$ cat src/rtl/spi_ctrl_pkg.sv
// Shared types and constants for the SPI transfer sequencer and its TX FIFO.
package spi_ctrl_pkg;

  localparam int BYTE_W = 8;
  localparam int CNT_W  = 4;

  typedef enum logic [2:0] {
    ST_IDLE   = 3'd0,
    ST_LOAD   = 3'd1,
    ST_SHIFT  = 3'd2,
    ST_UNLOAD = 3'd3,
    ST_STORE  = 3'd4,
    ST_GAP    = 3'd5
  } state_e;

  // Terminal value of a phase counter that starts at zero on phase entry.
  function automatic logic [CNT_W-1:0] last_count(input int cycles);
    return CNT_W'(cycles - 1);
  endfunction

endpackage

$ cat src/rtl/spi_tx_fifo.sv
// DEPTH x BYTE_W synchronous FIFO holding bytes waiting for the shifter.
module spi_tx_fifo
  import spi_ctrl_pkg::*;
#(
  parameter  int DEPTH = 4,
  localparam int PW    = $clog2(DEPTH),
  localparam int CW    = $clog2(DEPTH + 1)
) (
  input  logic              i_clk,
  input  logic              i_rst_n,
  input  logic              i_push,
  input  logic [BYTE_W-1:0] i_data,
  input  logic              i_pop,
  output logic [BYTE_W-1:0] o_head,
  output logic [CW-1:0]     o_count,
  output logic              o_full,
  output logic              o_empty
);

  logic [BYTE_W-1:0] r_mem [DEPTH];
  logic [PW-1:0]     r_wr_ptr;
  logic [PW-1:0]     r_rd_ptr;
  logic [CW-1:0]     r_count;
  logic              w_push_ok;
  logic              w_pop_ok;

  assign o_full    = (r_count == CW'(DEPTH));
  assign o_empty   = (r_count == {CW{1'b0}});
  assign o_count   = r_count;
  assign o_head    = r_mem[r_rd_ptr];
  assign w_push_ok = i_push && !o_full;
  assign w_pop_ok  = i_pop && !o_empty;

  always_ff @(posedge i_clk or negedge i_rst_n) begin
    if (!i_rst_n) begin
      for (int i = 0; i < DEPTH; i++) r_mem[i] <= {BYTE_W{1'b0}};
    end else if (w_push_ok) begin
      r_mem[r_wr_ptr] <= i_data;
    end
  end

  // Pointers wrap naturally because DEPTH is a power of two.
  always_ff @(posedge i_clk or negedge i_rst_n) begin
    if (!i_rst_n) begin
      r_wr_ptr <= {PW{1'b0}};
      r_rd_ptr <= {PW{1'b0}};
      r_count  <= {CW{1'b0}};
    end else begin
      if (w_push_ok) r_wr_ptr <= r_wr_ptr + PW'(1);
      if (w_pop_ok)  r_rd_ptr <= r_rd_ptr + PW'(1);
      case ({w_push_ok, w_pop_ok})
        2'b10:   r_count <= r_count + CW'(1);
        2'b01:   r_count <= r_count - CW'(1);
        default: r_count <= r_count;
      endcase
    end
  end

endmodule

$ cat src/rtl/spi_xfer_ctrl.sv
// Byte transaction sequencer: feeds the SPI shifter from a TX FIFO, captures
// each received byte and spaces transfers so slave-select drops between bytes.
module spi_xfer_ctrl
  import spi_ctrl_pkg::*;
#(
  parameter int DEPTH        = 4,
  parameter int SHIFT_CYCLES = 8,
  parameter int GAP_CYCLES   = 2
) (
  input  logic              clock_in,
  input  logic              reset_n,
  input  logic              enable,
  input  logic              wr_en,
  input  logic [BYTE_W-1:0] wr_data,
  input  logic              rd_en,
  input  logic              clear_err,
  output logic [BYTE_W-1:0] rx_data,
  output logic              rx_valid,
  output logic              tx_full,
  output logic              tx_empty,
  output logic              busy,
  output logic              overflow,
  output logic              overrun,
  output logic              spi_load,
  output logic              spi_unload,
  output logic [BYTE_W-1:0] spi_datain,
  input  logic [BYTE_W-1:0] spi_dataout
);

  localparam int               CW         = $clog2(DEPTH + 1);
  localparam logic [CNT_W-1:0] SHIFT_LAST = last_count(SHIFT_CYCLES);
  localparam logic [CNT_W-1:0] GAP_LAST   = last_count(GAP_CYCLES);

  state_e            r_state;
  state_e            w_state_nxt;
  logic [CNT_W-1:0]  r_cnt;
  logic [BYTE_W-1:0] r_datain;
  logic [BYTE_W-1:0] r_rx_data;
  logic              r_rx_valid;
  logic              r_overflow;
  logic              r_overrun;
  logic [BYTE_W-1:0] w_head;
  logic [CW-1:0]     w_count;
  logic              w_full;
  logic              w_empty;
  logic              w_load;
  logic              w_unload;
  logic              w_busy;
  logic              w_store;

  spi_tx_fifo #(.DEPTH(DEPTH)) u_fifo (
    .i_clk   (clock_in),
    .i_rst_n (reset_n),
    .i_push  (wr_en),
    .i_data  (wr_data),
    .i_pop   (w_load),
    .o_head  (w_head),
    .o_count (w_count),
    .o_full  (w_full),
    .o_empty (w_empty)
  );

  always_ff @(posedge clock_in or negedge reset_n) begin
    if (!reset_n) r_state <= ST_IDLE;
    else          r_state <= w_state_nxt;
  end

  // enable is only consulted in IDLE, so a started byte always runs to the end of GAP.
  always_comb begin
    w_state_nxt = r_state;
    w_load      = 1'b0;
    w_unload    = 1'b0;
    w_busy      = 1'b1;
    w_store     = 1'b0;
    case (r_state)
      ST_IDLE: begin
        w_busy = 1'b0;
        if (enable && (w_count != {CW{1'b0}})) w_state_nxt = ST_LOAD;
        else                                   w_state_nxt = ST_IDLE;
      end
      ST_LOAD: begin
        w_load      = 1'b1;
        w_state_nxt = ST_SHIFT;
      end
      ST_SHIFT: begin
        if (r_cnt == SHIFT_LAST) w_state_nxt = ST_UNLOAD;
        else                     w_state_nxt = ST_SHIFT;
      end
      ST_UNLOAD: begin
        w_unload    = 1'b1;
        w_state_nxt = ST_STORE;
      end
      ST_STORE: begin
        w_store     = 1'b1;
        w_state_nxt = ST_GAP;
      end
      ST_GAP: begin
        if (r_cnt == GAP_LAST) w_state_nxt = ST_IDLE;
        else                   w_state_nxt = ST_GAP;
      end
      default: begin
        w_busy      = 1'b0;
        w_state_nxt = ST_IDLE;
      end
    endcase
  end

  always_ff @(posedge clock_in or negedge reset_n) begin
    if (!reset_n)                                  r_cnt <= {CNT_W{1'b0}};
    else if (w_state_nxt != r_state)               r_cnt <= {CNT_W{1'b0}};
    else if (r_state == ST_SHIFT || r_state == ST_GAP) r_cnt <= r_cnt + CNT_W'(1);
    else                                           r_cnt <= r_cnt;
  end

  // Head is captured on entry to LOAD; it cannot move until the pop at LOAD exit.
  always_ff @(posedge clock_in or negedge reset_n) begin
    if (!reset_n)                                           r_datain <= {BYTE_W{1'b0}};
    else if (r_state == ST_IDLE && w_state_nxt == ST_LOAD)  r_datain <= w_head;
    else                                                    r_datain <= r_datain;
  end

  always_ff @(posedge clock_in or negedge reset_n) begin
    if (!reset_n) begin
      r_rx_data  <= {BYTE_W{1'b0}};
      r_rx_valid <= 1'b0;
    end else if (w_store) begin
      r_rx_data  <= spi_dataout;
      r_rx_valid <= 1'b1;
    end else if (rd_en) begin
      r_rx_valid <= 1'b0;
    end
  end

  // Sticky flags: a set in the same cycle as clear_err takes priority.
  always_ff @(posedge clock_in or negedge reset_n) begin
    if (!reset_n) begin
      r_overflow <= 1'b0;
      r_overrun  <= 1'b0;
    end else begin
      if (wr_en && w_full)                      r_overflow <= 1'b1;
      else if (clear_err)                       r_overflow <= 1'b0;
      if (w_store && r_rx_valid && !rd_en)      r_overrun  <= 1'b1;
      else if (clear_err)                       r_overrun  <= 1'b0;
    end
  end

  assign rx_data    = r_rx_data;
  assign rx_valid   = r_rx_valid;
  assign tx_full    = w_full;
  assign tx_empty   = w_empty;
  assign busy       = w_busy;
  assign overflow   = r_overflow;
  assign overrun    = r_overrun;
  assign spi_load   = w_load;
  assign spi_unload = w_unload;
  assign spi_datain = r_datain;

endmodule

$ cat config.mk
export PLATFORM = sky130hd
export DESIGN_NAME = spi_xfer_ctrl
export DESIGN_NICKNAME = d
export VERILOG_FILES = /design/src/rtl/spi_ctrl_pkg.sv /design/src/rtl/spi_tx_fifo.sv /design/src/rtl/spi_xfer_ctrl.sv
export SDC_FILE = /design/constraint.sdc
export NUM_CORES = 1
export LEC_CHECK = 0
export BUFFER_PORTS_ARGS = -buffer_cell sky130_fd_sc_hd__buf_2
export CORE_MARGIN = 2
export CORE_UTILIZATION = 23
export DETAILED_ROUTE_END_ITERATION = 10
export MAX_ROUTING_LAYER = met4
export PLACE_DENSITY = 0.46
export SYNTH_ARGS = -nofsm -noshare
export SYNTH_HDL_FRONTEND = slang
export SYNTH_HIERARCHICAL = 1
export SYNTH_SLANG_ARGS = --single-unit
$ cat constraint.sdc
create_clock -name clock_in -period 2.7 [get_ports clock_in]
set_clock_uncertainty 0.1 [all_clocks]
set_input_delay 0 -clock clock_in [delete_from_list [all_inputs] [get_ports clock_in]]
set_output_delay 0 -clock clock_in [all_outputs]
set_load 0.005 [all_outputs]
Word-level counts from Yosys, hierarchy flattened
Cells that the tools add are included.
{"block": "word_totals", "regBits": 65, "elab_cells": 79, "output_inout_bits": 24, "input_bits": 22}
{"block": "op_classes", "eq_ne": 12, "bitwise": 2, "order_cmp": 3, "add_sub_neg": 5, "n_reduce_logical": 21, "n_mux": 22}
{"operator": "$bwmux W32", "n": 1}
{"operator": "$mux W8", "n": 3}
{"operator": "$pmux W3 S6", "n": 1}
{"operator": "$bmux W8 S2", "n": 1}
{"operator": "$demux W8 S2", "n": 1}
{"operator": "$mux W1", "n": 11}
{"operator": "$reduce_bool A2 Y1", "n": 5}
{"operator": "$eq A3 B3 Y1 const B", "n": 3}
{"operator": "$logic_and A1 B1 Y1", "n": 8}
{"operator": "$mux W4", "n": 2}
{"operator": "$eq A3 B1 Y1 const B", "n": 2}
{"operator": "$eq A3 B2 Y1 const B", "n": 2}
{"operator": "$ge A3 B3 Y1 const B", "n": 2}
{"operator": "$logic_not A3 Y1", "n": 2}
{"operator": "$not A2 Y3", "n": 2}
{"operator": "$pmux W3 S2", "n": 1}
{"operator": "$reduce_or A5 Y1", "n": 1}
{"operator": "$add A2 B1 Y2 const B", "n": 2}
{"operator": "$add A4 B1 Y4 const B", "n": 1}
{"operator": "$eq A4 B1 Y1 const B", "n": 1}
{"operator": "$eq A4 B3 Y1 const B", "n": 1}
{"operator": "$add A3 B1 Y3 const B", "n": 1}
{"operator": "$logic_not A1 Y1", "n": 3}
{"operator": "$lt A3 B1 Y1 const B", "n": 1}
{"operator": "7 further kinds", "n": 7}

Longest topological paths before layout
{"block": "depth", "word_depth": 6, "depth_mapped": 9, "ltp_nobuf": 8}

Cells and area by module
The synthesis kept the hierarchy.
{"mod": "spi_tx_fifo", "cells_each": 114, "area_per_inst_um2": 1784.2, "instances": 1, "seq_area_each_um2": 975.9}
{"mod": "spi_xfer_ctrl", "cells_each": 86, "area_per_inst_um2": 1139.8, "instances": 1, "seq_area_each_um2": 650.6}

Worst setup path after synthesis
No wires, ideal clock.
{"block": "synth_path", "path_kind": "reg-to-reg", "startpoint": "register u_fifo.r_count[0] (netlist: u_fifo/o_count[0])", "endpoint": "register u_fifo.r_count[2] (netlist: u_fifo/o_count[2])", "required_ns": 2.521, "arrival_time_ns": 2.051, "n_path_buf": 0, "stages_incl_launch_ff": 9, "synth_period_minus_slack_ns": 2.231, "setup_ns": 0.079, "path_slack_ns": 0.469, "cell_sequence": "dfrtp_1 nor3b_2 or2b_2 ha_1 inv_1 fa_1 xor2_1 nor2_1 xor2_1"}
{"block": "synth_via", "elab_chain_len": 5, "word_cells_on_any_way": 12, "classes_between": "add/sub: 2; eq/ne: 3; mux: 1; reduce/logical: 6"}
{"item": "start: declaration", "line_no": "spi_tx_fifo.sv:23", "source": "logic [CW-1:0] r_count;"}
{"item": "start signal: assignment", "line_no": "spi_tx_fifo.sv:47", "source": "r_count <= {CW{1'b0}};"}
{"item": "start signal: assignment", "line_no": "spi_tx_fifo.sv:52", "source": "2'b10: r_count <= r_count + CW'(1);"}
{"item": "start signal: assignment", "line_no": "spi_tx_fifo.sv:53", "source": "2'b01: r_count <= r_count - CW'(1);"}
{"item": "$eq A3 B3 Y1 (*)", "line_no": "spi_tx_fifo.sv:27", "source": "assign o_full = (r_count == CW'(DEPTH));"}
{"item": "net tx_full", "line_no": "spi_xfer_ctrl.sv:19", "source": "output logic tx_full,"}
{"item": "$logic_not A1 Y1 (*)", "line_no": "spi_tx_fifo.sv:31", "source": "assign w_push_ok = i_push && !o_full;"}
{"item": "$logic_and A1 B1 Y1 (*)", "line_no": "spi_tx_fifo.sv:31"}
{"item": "$eq A2 B1 Y1 or $eq A2 B2 Y1 (tied branches)", "line_no": "spi_tx_fifo.sv:51", "source": "case ({w_push_ok, w_pop_ok})"}
{"item": "$pmux W3 S2 or $reduce_bool A2 Y1 (tied branches)"}
Mark *: on every way through the listed nets, which the timed path passes. The rest lies on a longest branch.
A chain may end at the register's enable or synchronous reset.

Final worst setup path
{"block": "layout_path", "startpoint": "register r_state[0]", "endpoint": "register u_fifo.r_count[2] (netlist: u_fifo/o_count[2])"}
{"block": "layout_via", "elab_chain_len": 5, "word_cells_on_any_way": 7, "classes_between": "eq/ne: 3; mux: 2; reduce/logical: 2"}
{"item": "start: declaration", "line_no": "spi_xfer_ctrl.sv:34", "source": "state_e r_state;"}
{"item": "start signal: assignment", "line_no": "spi_xfer_ctrl.sv:65", "source": "else r_state <= w_state_nxt;"}
{"item": "$eq A3 B1 Y1 (*)", "line_no": "spi_xfer_ctrl.sv:75", "source": "case (r_state)"}
{"item": "$mux W1 (*)", "line_no": "spi_xfer_ctrl.sv:75"}
{"item": "$logic_and A1 B1 Y1 (*)", "line_no": "spi_tx_fifo.sv:32", "source": "assign w_pop_ok = i_pop && !o_empty;"}
{"item": "net u_fifo.w_pop_ok", "line_no": "spi_tx_fifo.sv:25", "source": "logic w_pop_ok;"}
{"item": "$eq A2 B1 Y1 or $eq A2 B2 Y1 (tied branches)", "line_no": "spi_tx_fifo.sv:51"}
{"item": "$pmux W3 S2 or $reduce_bool A2 Y1 (tied branches)"}
{"item": "end signal: assignment", "line_no": "spi_tx_fifo.sv:52"}
{"item": "end signal: assignment", "line_no": "spi_tx_fifo.sv:53"}
{"item": "end signal: assignment", "line_no": "spi_tx_fifo.sv:54", "source": "default: r_count <= r_count;"}
Marked as above.

==> impl_metrics.json <==
{
  "placed_area_um2": 3380,
  "fin_ws_ps": 437,
  "clock_path_buffers": 2,
  "start_util": 0.234,
  "synth-seq-area-share": 0.556,
  "cpPeakStageDelay_ps": 500,
  "final_area_um2": 3890,
  "fp.dieW_um": 117,
  "detailed_place_hpwl_um": 4000,
  "clk_latency_ps": 330,
  "max_cap_violations": 0,
  "dr.pass1.iters": 4,
  "fp-row-count": 41,
  "crit_top_cell": "xor2_1",
  "worstHoldPathType": "in -> reg",
  "syn_avg_cell_area_um2": 14.6,
  "slew_headroom": 0.477,
  "gp_congestion": 0.705,
  "syn-num-nets": 230,
  "first_iter_violations": 50,
  "yosys.area.top_type_share": 0.556,
  "grt_usage": 0.0976,
  "clk_pin_slew_ps": 60,
  "criticalPathCategory": "reg -> reg",
  "cp-end-kind": "flip-flop",
  "ios": 46,
  "cp_max_fo": 10,
  "startpoint": "r_state[0]",
  "dieArea_um2": 13600,
  "synth_common_cells": "65 x dfrtp_1, 49 x mux2_2, 8 x inv_1, 8 x mux4_2, 8 x nand2_1",
  "wl_um": 5980,
  "leakage_nw": 1.69,
  "r2r-start": "r_state[0]",
  "synth-main-ff-cell": "dfrtp_1",
  "crit_path_start_kind": "flip-flop",
  "syn_area_um2": 2920,
  "grt_pass1_vias": 1830,
  "ys_seq_elements": 65,
  "wl_met1_um": 2890,
  "via_per_inst": 4.01,
  "synth_cell_type_count": 37,
  "areaGrowthSynthToFinish_pct": 33.0,
  "setup_viol": 0,
  "antenna_left": 0,
  "hp-start": "enable",
  "synth_top_area_cell": "dfrtp_1",
  "max_freq_mhz": 442,
  "fin_crit_ps": 2260,
  "port_buffers": 45,
  "cts.sinks": 65,
  "cts_resized": 0,
  "finalHoldViolations": 0,
  "clock-root-buffer": "clkbuf_16",
  "htreeDepth": 3,
  "synthesis.instances": 200,
  "slowest_stage": "dfrtp_1",
  "top_layer": "met4",
  "finalNetCount": 306,
  "min_period_over_period": 0.838,
  "wl_met3_um": 296,
  "tightestPinTransition_ps": 775,
  "critPathRequiredTime_ps": 2860,
  "avgRoutedWirePerCell_um": 13.2,
  "synth-edff-count": 0,
  "antenna_found_initial": 0,
  "async_flop_share": 1.00,
  "grt_max_degree": 45,
  "route.met2.wl_um": 2700,
  "grt_pass1_wl_um": 9490,
  "die_y_um": 117,
  "overflow": 0,
  "yosysMostFrequentCell": "dfrtp_1",
  "rsz0062_at_grt": "false",
  "dr_total_vias": 1817,
  "fp.coreArea_um2": 12500,
  "fin_tns_setup_ps": 0,
  "crit_chain": "nor3b_1 -> o31a_2 -> ha_1 -> inv_1 -> fa_1 -> xor2_1 -> nor2_1 -> xor2_1",
  "p_per_area_nw_per_um2": 1160,
  "fin_util": 0.311,
  "maxSlewViolCount": 0,
  "arrival_ps": 2420,
  "cts_tree": "done",
  "antenna_cells": 0,
  "post-route-drc-count": 0,
  "status": "finished, final reports clean",
  "drive_gt1_frac": 0.473,
  "numCtsBuffers": 9,
  "ir_drop_mv": 0.371,
  "synth.area.top_cells": "dfrtp_1 56%, mux2_2 19%, mux4_2 6.2%",
  "yosys_warnings": 6,
  "post-place-ws_ps": 474
}
## worst max-delay path: cells and delay by family (launching register included)
kind | cells | cell delay [ps]
fa+ha+maj | 2 | 550
simple gates | 2 | 440
xor+xnor | 2 | 290
compound gates | 1 | 240
flops | 1 | 500
buf+inv | 1 | 60
## path summary, 6_finish.rpt
path,cells past startpoint,slack [ps],endpoint
max reg2reg,8,440,u_fifo/o_count[2]
min,3,30,r_state[0]
min in group asynchronous,2,80,r_cnt[2]
max in group asynchronous,3,1800,u_fifo/r_mem[19]
min reg2reg,1,400,spi_datain[6]
max,8,440,u_fifo/o_count[2]
## flip-flops by register name, indices dropped and copies added (netlist names)
register         flops
rx_data              8
u_fifo/r_mem        32
overrun              1
rx_valid             1
u_fifo/r_wr_ptr      2
spi_datain           8
r_cnt                4
u_fifo/r_rd_ptr      2
u_fifo/o_count       3
overflow             1
r_state              3
## cells by family (layout without fill, tap and decap cells)
logic type	after synthesis	after routing	synth area share
buffers and inverters	12	93	0.0184
DFF	65	65	0.556
and+or+nand+nor	33	33	0.0663
AOI/OAI and AO/OA	15	15	0.0415
muxes	58	58	0.254
xor gates and xnor gates	9	9	0.0270
adders and majority gates	8	8	0.0368
## repair_timing
item                                    in CTS  in global routing
hold buffers                                21                  0
hold endpoints to repair                    64                  0
buffers inserted                             0                  0
endpoints found under the setup margin       0                  0
## metal layers
metal / GRT usage / vias up
met5: - / -
met4: 0.0400 / 0
met3: 0.0327 / 8
met2: 0.150 / 44
met1: 0.118 / 899
li1: - / 866
## cell type report
cell class	count	area, µm²
fillers	1307	8630
flip-flops and latches	65	1630
multi-input cells	123	1240
repair buffers	69	470
clock buffers	9	225
well taps	172	215
clock inverters	7	77.6
inverters	8	30.0
## stage by stage
stage / cells / total power (W) / hold WS [ps]
after global placement: 416 / 0.00333 / -83.8
final: 453 / 0.00450 / 31.3
after detailed placement: 416 / 0.00336 / -81.0
after global routing: 453 / 0.00484 / 55.2
after floorplan: 200 / 0.00287 / -396
after CTS: 453 / 0.00459 / 19.1
## where the power goes
part	leakage (nW)	internal [W]	switching (W)	total, W
combinational	0.759	0.000946	0.000576	0.00152
sequential	0.784	0.00145	0.000356	0.00180
clock	0.146	0.000722	0.000455	0.00118
## cell usage in the layout (no fill, tap or decap), drive strengths merged
cell | Yosys | layout
o22a | 1 | 1
clkbuf | 0 | 9
mux2i | 1 | 1
or3b | 1 | 1
a31oi | 1 | 1
dfrtp | 65 | 65
o311a | 1 | 1
ha | 7 | 7
nand2 | 8 | 8
bufinv | 0 | 1
nor4bb | 1 | 1
a21boi | 1 | 1
fa | 1 | 1
o311ai | 1 | 1
xor2 | 3 | 3
mux4 | 8 | 8
nor3b | 2 | 2
dlygate4sd3 | 0 | 21
and3b | 1 | 1
clkinvlp | 0 | 1
inv | 8 | 10
or2b | 2 | 2
a21oi | 4 | 4
a211oi | 1 | 1
xnor2 | 6 | 6
nor2 | 11 | 11
o21bai | 1 | 1
nor3 | 2 | 2
buf | 4 | 48
mux2 | 49 | 49
clkinv | 0 | 3
nand3 | 1 | 1
o21ai | 2 | 2
o31a | 1 | 1
o32ai | 1 | 1
nand2b | 2 | 2
nand3b | 2 | 2
Note: power is estimated with default switching activity, not from simulation.
